File: config.mk
export PLATFORM = sky130hd
export DESIGN_NAME = uart_rx
export DESIGN_NICKNAME = d
export VERILOG_FILES = /design/src/rtl/uart_rx.sv
export SDC_FILE = /design/constraint.sdc
export NUM_CORES = 1
export LEC_CHECK = 0
export BUFFER_PORTS_ARGS = -buffer_cell sky130_fd_sc_hd__buf_4
export CORE_MARGIN = 8
export CORE_UTILIZATION = 30
export DETAILED_ROUTE_END_ITERATION = 10
export GPL_TIMING_DRIVEN = 1
export PLACE_DENSITY = 0.42
export SLEW_MARGIN = 25
export SYNTH_ARGS = -nofsm -noshare
export SYNTH_HDL_FRONTEND = slang
export SYNTH_SLANG_ARGS = --single-unit
File: constraint.sdc
create_clock -name clk -period 2.2 [get_ports clk]
set_input_delay 0.22 -clock clk [delete_from_list [all_inputs] [get_ports clk]]
set_output_delay 0.22 -clock clk [all_outputs]
set_load 0.01 [all_outputs]
File: src/rtl/uart_rx.sv
// uart_rx: 8N1 serial receiver, LSB first, for the code-download byte stream.
//
// The asynchronous i_rx pin is passed through a SYNC_STAGES-deep flop chain;
// every decision below uses only the synchronized copy (rxs).
// A frame is recovered by sampling the start bit at its midpoint, then every
// CLKS_PER_BIT cycles after that for the eight data bits and the stop bit.
//
// Output handshake: rx_valid is a single-cycle pulse with no ready/backpressure.
// rx_data is updated in the same cycle that rx_valid is high and then held
// until the next good byte, so the consumer must take every pulse. rx_frame_err
// is a separate single-cycle pulse. It never coincides with rx_valid, and it
// leaves rx_data untouched.
//
// dbg_state mirrors the FSM state register so checkers can observe it.

module uart_rx #(
  parameter int CLKS_PER_BIT = 868,
  parameter int SYNC_STAGES  = 2
) (
  input  logic       clk,
  input  logic       i_reset,
  input  logic       i_rx,
  output logic       rx_valid,
  output logic [7:0] rx_data,
  output logic       rx_frame_err,
  output logic       rx_busy,
  output logic [2:0] dbg_state
);

  localparam int CNT_W = $clog2(CLKS_PER_BIT);

  // Last count of the half-bit wait in START (mid start bit).
  localparam logic [CNT_W-1:0] HALF_LAST = CNT_W'(CLKS_PER_BIT / 2 - 1);
  // Last count of a full bit period in DATA / STOP.
  localparam logic [CNT_W-1:0] BIT_LAST  = CNT_W'(CLKS_PER_BIT - 1);
  localparam logic [CNT_W-1:0] CNT_ONE   = CNT_W'(1);

  typedef enum logic [2:0] {
    S_IDLE  = 3'd0,
    S_START = 3'd1,
    S_DATA  = 3'd2,
    S_STOP  = 3'd3,
    S_BREAK = 3'd4
  } state_t;

  // Synchronizer chain; resets to the idle (high) line level.
  logic [SYNC_STAGES-1:0] sync_q;
  logic                   rxs;

  state_t           state_q, state_d;
  logic [CNT_W-1:0] cnt_q, cnt_d;
  logic [2:0]       bitn_q, bitn_d;
  logic [7:0]       shreg_q, shreg_d;
  logic [7:0]       data_q, data_d;
  logic             valid_q, valid_d;
  logic             ferr_q, ferr_d;
  logic             busy_q, busy_d;

  // Shift the raw pin through the synchronizer flops.
  always_ff @(posedge clk) begin
    if (i_reset) begin
      sync_q <= '1;
    end else begin
      sync_q <= {sync_q[SYNC_STAGES-2:0], i_rx};
    end
  end

  assign rxs = sync_q[SYNC_STAGES-1];

  // State, counters, shift register and registered outputs.
  always_ff @(posedge clk) begin
    if (i_reset) begin
      state_q <= S_IDLE;
      cnt_q   <= '0;
      bitn_q  <= '0;
      shreg_q <= '0;
      data_q  <= '0;
      valid_q <= 1'b0;
      ferr_q  <= 1'b0;
      busy_q  <= 1'b0;
    end else begin
      state_q <= state_d;
      cnt_q   <= cnt_d;
      bitn_q  <= bitn_d;
      shreg_q <= shreg_d;
      data_q  <= data_d;
      valid_q <= valid_d;
      ferr_q  <= ferr_d;
      busy_q  <= busy_d;
    end
  end

  // Next-state logic: bit timing, sampling decisions and output pulses.
  always_comb begin
    state_d = state_q;
    cnt_d   = cnt_q;
    bitn_d  = bitn_q;
    shreg_d = shreg_q;
    data_d  = data_q;
    valid_d = 1'b0;
    ferr_d  = 1'b0;

    case (state_q)
      S_IDLE: begin
        // Any low level on the synchronized line starts a frame.
        if (!rxs) begin
          state_d = S_START;
          cnt_d   = '0;
        end
      end

      S_START: begin
        // Re-check the line at mid start bit to reject short glitches.
        if (cnt_q == HALF_LAST) begin
          if (rxs) begin
            state_d = S_IDLE;
          end else begin
            state_d = S_DATA;
            cnt_d   = '0;
            bitn_d  = '0;
          end
        end else begin
          cnt_d = cnt_q + CNT_ONE;
        end
      end

      S_DATA: begin
        // One full bit later is the middle of the next data bit.
        if (cnt_q == BIT_LAST) begin
          shreg_d = {rxs, shreg_q[7:1]};
          cnt_d   = '0;
          if (bitn_q == 3'd7) begin
            state_d = S_STOP;
          end else begin
            bitn_d = bitn_q + 3'd1;
          end
        end else begin
          cnt_d = cnt_q + CNT_ONE;
        end
      end

      S_STOP: begin
        // Good stop bit delivers the byte; a low stop bit is a framing error.
        if (cnt_q == BIT_LAST) begin
          cnt_d = '0;
          if (rxs) begin
            data_d  = shreg_q;
            valid_d = 1'b1;
            state_d = S_IDLE;
          end else begin
            ferr_d  = 1'b1;
            state_d = S_BREAK;
          end
        end else begin
          cnt_d = cnt_q + CNT_ONE;
        end
      end

      S_BREAK: begin
        // Wait for the line to return high so a held-low line is not
        // mistaken for a new start bit.
        if (rxs) begin
          state_d = S_IDLE;
        end
      end

      default: begin
        state_d = S_IDLE;
      end
    endcase

    busy_d = (state_d != S_IDLE);
  end

  assign rx_valid     = valid_q;
  assign rx_data      = data_q;
  assign rx_frame_err = ferr_q;
  assign rx_busy      = busy_q;
  assign dbg_state    = state_q;

  // Pulse outputs are exclusive and never stretch over two cycles.
  a_pulse_exclusive : assert property (@(posedge clk) disable iff (i_reset)
    !(rx_valid && rx_frame_err));
  a_valid_single : assert property (@(posedge clk) disable iff (i_reset)
    rx_valid |=> !rx_valid);
  a_ferr_single : assert property (@(posedge clk) disable iff (i_reset)
    rx_frame_err |=> !rx_frame_err);

endmodule

; ---- Yosys cells after proc, flatten, opt, wreduce, memory -nomap -nowiden
; Index checks and enable logic that the tools add are counted.
; W data, S select, Z words.
[totals]
regBits = 37
latchBits = 0
ramBits = 0
mem_bits_ro = 0
input_bits = 3
output_inout_bits = 14
elab_cells = 53
mem_count = 0
[classes]
add_sub_neg = 2
multipliers = 0
n_div = 0
n_lt_le_gt_ge = 0
eq_ne = 11
shifts = 0
muxes = 20
n_bitwise = 2
reduce_logical = 9
[ops]
columns = operator, count
row1 = $mux W3, 11
row2 = $mux W10, 3
row3 = $pmux W10 S3, 1
row4 = $pmux W3 S5, 1
row5 = $add A10 B1 Y10 const B, 1
row6 = $eq A10 B10 Y1 const B, 1
row7 = $eq A10 B9 Y1 const B, 1
row8 = $ne A2 B2 Y1 const B, 4
row9 = $eq A3 B2 Y1 const B, 2
row10 = $eq A3 B3 Y1 const B, 2
row11 = $pmux W3 S2, 1
row12 = $reduce_bool A3 Y1, 2
row13 = $reduce_and A5 Y1, 1
row14 = $add A3 B1 Y3 const B, 1
row15 = $eq A3 B1 Y1 const B, 1
row16 = $logic_not A3 Y1, 1
row17 = $reduce_and A3 Y1, 1
row18 = $reduce_or A3 Y1, 1
row19 = $mux W1, 2
row20 = $mux W2, 1
row21 = $not A1 Y1, 2
row22 = $reduce_and A2 Y1, 1
row23 = $reduce_bool A2 Y1, 1
row24 = $reduce_or A2 Y1, 1

; ---- Longest topological paths before layout
[logic_depth]
depth_word = 5
depth_mapped = 7
ltp_nobuf = 7

; ---- Worst setup path before layout
; Ideal clock, no wire load.
[synth_path]
path_kind = reg-to-reg
from = register cnt_q[0]
to = register bitn_q[0]
setup_ps = 121
t_arrival_ps = 1707
required_ps = 2079
path_slack_ps = 373
stages_incl_launch_ff = 7
path_buffers = 0
period_less_slack_ps = 1827
path_cell_list = dfxtp_1 -> ha_1 -> and4bb_2 -> nand3_1 -> or4_1 -> o2bb2ai_1 -> mux2_2
[synth_via]
elab_chain_cells = 3
elab_cells_between_ends = 5
cone_classes = eq/ne: 4 / reduce/logical: 1
[synth_lines]
columns = item, line
row1 = from (decl), 51  ; logic [CNT_W-1:0] cnt_q, cnt_d;
row2 = from (signal assigned), 83  ; cnt_q <= cnt_d;
row3 = $eq A10 B10 Y1 / $eq A10 B9 Y1 (equally long branches), "129, 114"
row4 = $ne A2 B2 Y1 (no source line), n/a
row5 = $reduce_and A5 Y1 (no source line) (*), n/a
row6 = to (signal assigned), 84  ; bitn_q <= bitn_d;
row7 = to (decl), 52  ; logic [2:0] bitn_q, bitn_d;
; Every way passes the cells marked *; elsewhere a longest branch is shown, timed or not.
; A chain may end at the register's enable or synchronous reset.

; ---- Worst setup path in the final report
; Same ends and word-level chain as after synthesis.

==> flow_summary.json <==
{
  "status": "finished, final reports clean",
  "sw_frac_of_total_pct": 22.6,
  "synth-edff-count": 0,
  "clk-insertion-delay-late_ns": 0.29,
  "setup_viol": 0,
  "gr-total-overflow": 0,
  "syn-num-nets": 193,
  "clkTransAtPathRegs_ns": 0.07,
  "cts-htree-levels": 2,
  "min_period_ns": 2.05,
  "ys_warn_count": 0,
  "fin_skew_ns": 0.00436,
  "drc_errors": 0,
  "tritoncts": "built",
  "n_antenna_cell": 0,
  "die_y_um": 91.9,
  "p_total_mw": 1.56,
  "holdCritStartpoint": "i_rx",
  "cts.sinks": 37,
  "grt_pass1_wl_um": 6400,
  "cap_violations": 0,
  "powerDensity_nw_per_um2": 752,
  "worst_pin_slew_ns": 0.519,
  "die_w_um": 91.9,
  "coreArea_um2": 5540,
  "yosysSeqAreaShare_pct": 42.9,
  "synth_cell_types": 50,
  "combPwrFrac_pct": 10.0,
  "nets": 213,
  "initial_core_util_pct": 31.2,
  "grtUsageMet2_pct": 15.3,
  "rsz0062_at_grt": "false",
  "finalWorstSetupSlack_ns": 0.149,
  "synthCells": 186,
  "power_frac_seq_pct": 45.5,
  "syn_area_per_cell_um2": 9.29,
  "r2r-start": "cnt_q[0]$_SDFFE_PP0P_",
  "worstPathMaxFanout": 6,
  "slew_violations": 0,
  "finalCritPeriodShare_pct": 93.2,
  "rows": 27,
  "area_growth_pct": 19.8,
  "ir_drop_mv": 0.274,
  "ctsResizeCount": 0,
  "p_int_mw": 1.20,
  "p_sw_mw": 0.352,
  "io_pins": 17,
  "r2r_setup_slack_ns": 0.15,
  "vias": 1432,
  "ant_nets": 0,
  "hold_viol": 0,
  "synthArstFlopShare_pct": 0,
  "path_class": "reg2reg",
  "drt-initial-drc-count": 74,
  "synth_area_um2": 1730,
  "fin_hold_ws_ns": 0.113,
  "ys_ff_latch": 37,
  "drive_above_1_share_pct": 19.3,
  "power_leakage_nw": 0.865,
  "grt_use_met1_pct": 10.6,
  "cp-start-kind": "register",
  "grt_use_total_pct": 9.28,
  "synth_top_area_share_pct": 42.9,
  "fillers": 574,
  "max_freq_ghz": 0.487,
  "wl_um": 3780,
  "synthTopCellsByArea": "dfxtp_1 (43%), mux2i_1 (9.3%), nor2_1 (5.4%), ha_1 (2.9%), a21oi_1 (2.3%)",
  "power_frac_clock_pct": 44.5,
  "cts_buffer_depth": 2,
  "numCtsBuffers": 5,
  "holdCritPathClass": "in2reg",
  "firstDrtPassIters": 6,
  "cts-root-buf": "clkbuf_8",
  "end_kind": "register",
  "post_cts_buffers": 0,
  "globalplace.congestion": 0.822,
  "postCtsHoldBufs": 0,
  "vias_per_cell": 5.13,
  "top_usage_layer": "met2",
  "finalSetupTns_ns": 0,
  "cp.arrival_ns": 2.23,
  "dp_hpwl_um": 2860,
  "grt_antenna_before_repair": 0,
  "critPathLaunch": "cnt_q[0]$_SDFFE_PP0P_",
  "crit_required_ns": 2.38,
  "ys.flop_type": "dfxtp_1",
  "synth.largest_area_cell": "dfxtp_1",
  "relSlewSlack_pct": 64.5,
  "dieArea_um2": 8440,
  "wl_per_cell_um": 13.5,
  "io_buffers": 16,
  "grt_pass1_vias": 1396,
  "grtUsageMet3_pct": 3.67,
  "grt_max_degree": 32,
  "place_ws_ns": 0.187
}
path summary, 6_finish.rpt:
kind	to	cells past startpoint
worst max-delay path	bitn_q[0]$_SDFFE_PP0P_	6
worst min-delay path	sync_q[0]$_SDFF_PP1_	2
worst max register to register	bitn_q[0]$_SDFFE_PP0P_	6
worst min register to register	sync_q[1]$_SDFF_PP1_	1
synthesized netlist by cell type, types with 3 or more instances:
master / instances
o21ai_0: 3
o21ai_1: 3
clkbuf_1: 4
and3_1: 3
a21oi_1: 8
dfxtp_1: 37
mux2i_1: 16
nand4_1: 3
inv_1: 9
ha_1: 4
a31oi_1: 4
nand2_1: 9
or3_1: 3
nor3_1: 4
nand3_1: 4
nor2_1: 25
nand2b_1: 3
sequential cells by signal (all words and copies together), names as in the netlist:
| signal | count |
|---|---|
| cnt_q | 10 |
| sync_q | 2 |
| dbg_state | 3 |
| rx_data | 8 |
| rx_valid | 1 |
| shreg_q | 8 |
| rx_busy | 1 |
| bitn_q | 3 |
| rx_frame_err | 1 |
kinds of logic after synthesis:
| family | after synthesis | share of synthesized area [%] |
|---|---|---|
| and+or+nand+nor | 70 | 23.2 |
| AOI/OAI and AO/OA | 37 | 14.8 |
| xor gates and xnor gates | 3 | 1.52 |
| DFF | 37 | 42.9 |
| muxes | 17 | 9.92 |
| buffers and inverters | 18 | 4.71 |
| adders and majority gates | 4 | 2.90 |
layout by cell type, fill, tap and decap left out, types with 3 or more instances in the layout:
cell type,Yosys,routed
nor3_1,4,4
nand2b_1,3,3
mux2i_1,16,16
nand4_1,3,3
clkbuf_8,0,5
dfxtp_1,37,37
nand2_1,9,9
o21ai_1,3,3
ha_1,4,4
nand3_1,4,4
a21oi_1,8,8
nor2_1,25,25
or3_1,3,3
and3_1,3,3
a31oi_1,4,4
inv_1,9,9
o21ai_0,3,3
buf_4,1,22
critical path, stage by stage, from the launching register on:
cell and delay [ns]:
dfxtp_1 0.42, ha_1 0.19, and4bb_2 0.26, nand3_1 0.12
or4_1 0.48, o2bb2ai_1 0.19, mux2_2 0.28
area by class of cell:
cell class	instances	area (um2)	area share, %
tap	72	90.1	4.35
multi-input combinational	131	906	43.8
sequential	37	741	35.8
clock inverter	3	65.1	3.14
inverter	9	33.8	1.63
timing repair buffer	22	165	7.98
clock buffer	5	68.8	3.33
power by group through the flow:
stage | Combinational [mW] | Sequential, mW | Clock [mW]
finish | 0.156 | 0.708 | 0.692
global route | 0.176 | 0.711 | 0.752
detailed placement | 0.158 | 0.724 | 0
floorplan | 0.112 | 0.716 | 0
global placement | 0.159 | 0.724 | 0
CTS | 0.159 | 0.708 | 0.720
per-stage QoR:
| step | util (%) | cells | area (um2) |
|---|---|---|---|
| floorplan | - | 186 | 1730 |
| global placement | 34.9 | 271 | 1940 |
| detailed placement | 34.9 | 271 | 1940 |
| CTS | 37.4 | 279 | 2070 |
| global route | 37.4 | 279 | 2070 |
| finish | 37.4 | 279 | 2070 |
routing by layer:
layer / part of all wire, % / wire [um] / vias up
met3: 6.0 / 227 / 6
met5: 0 / 0 / -
met1: 46 / 1720 / 671
met4: 1.4 / 54 / 0
li1: - / - / 710
met2: 47 / 1770 / 45
(Power assumes the default switching activity.)
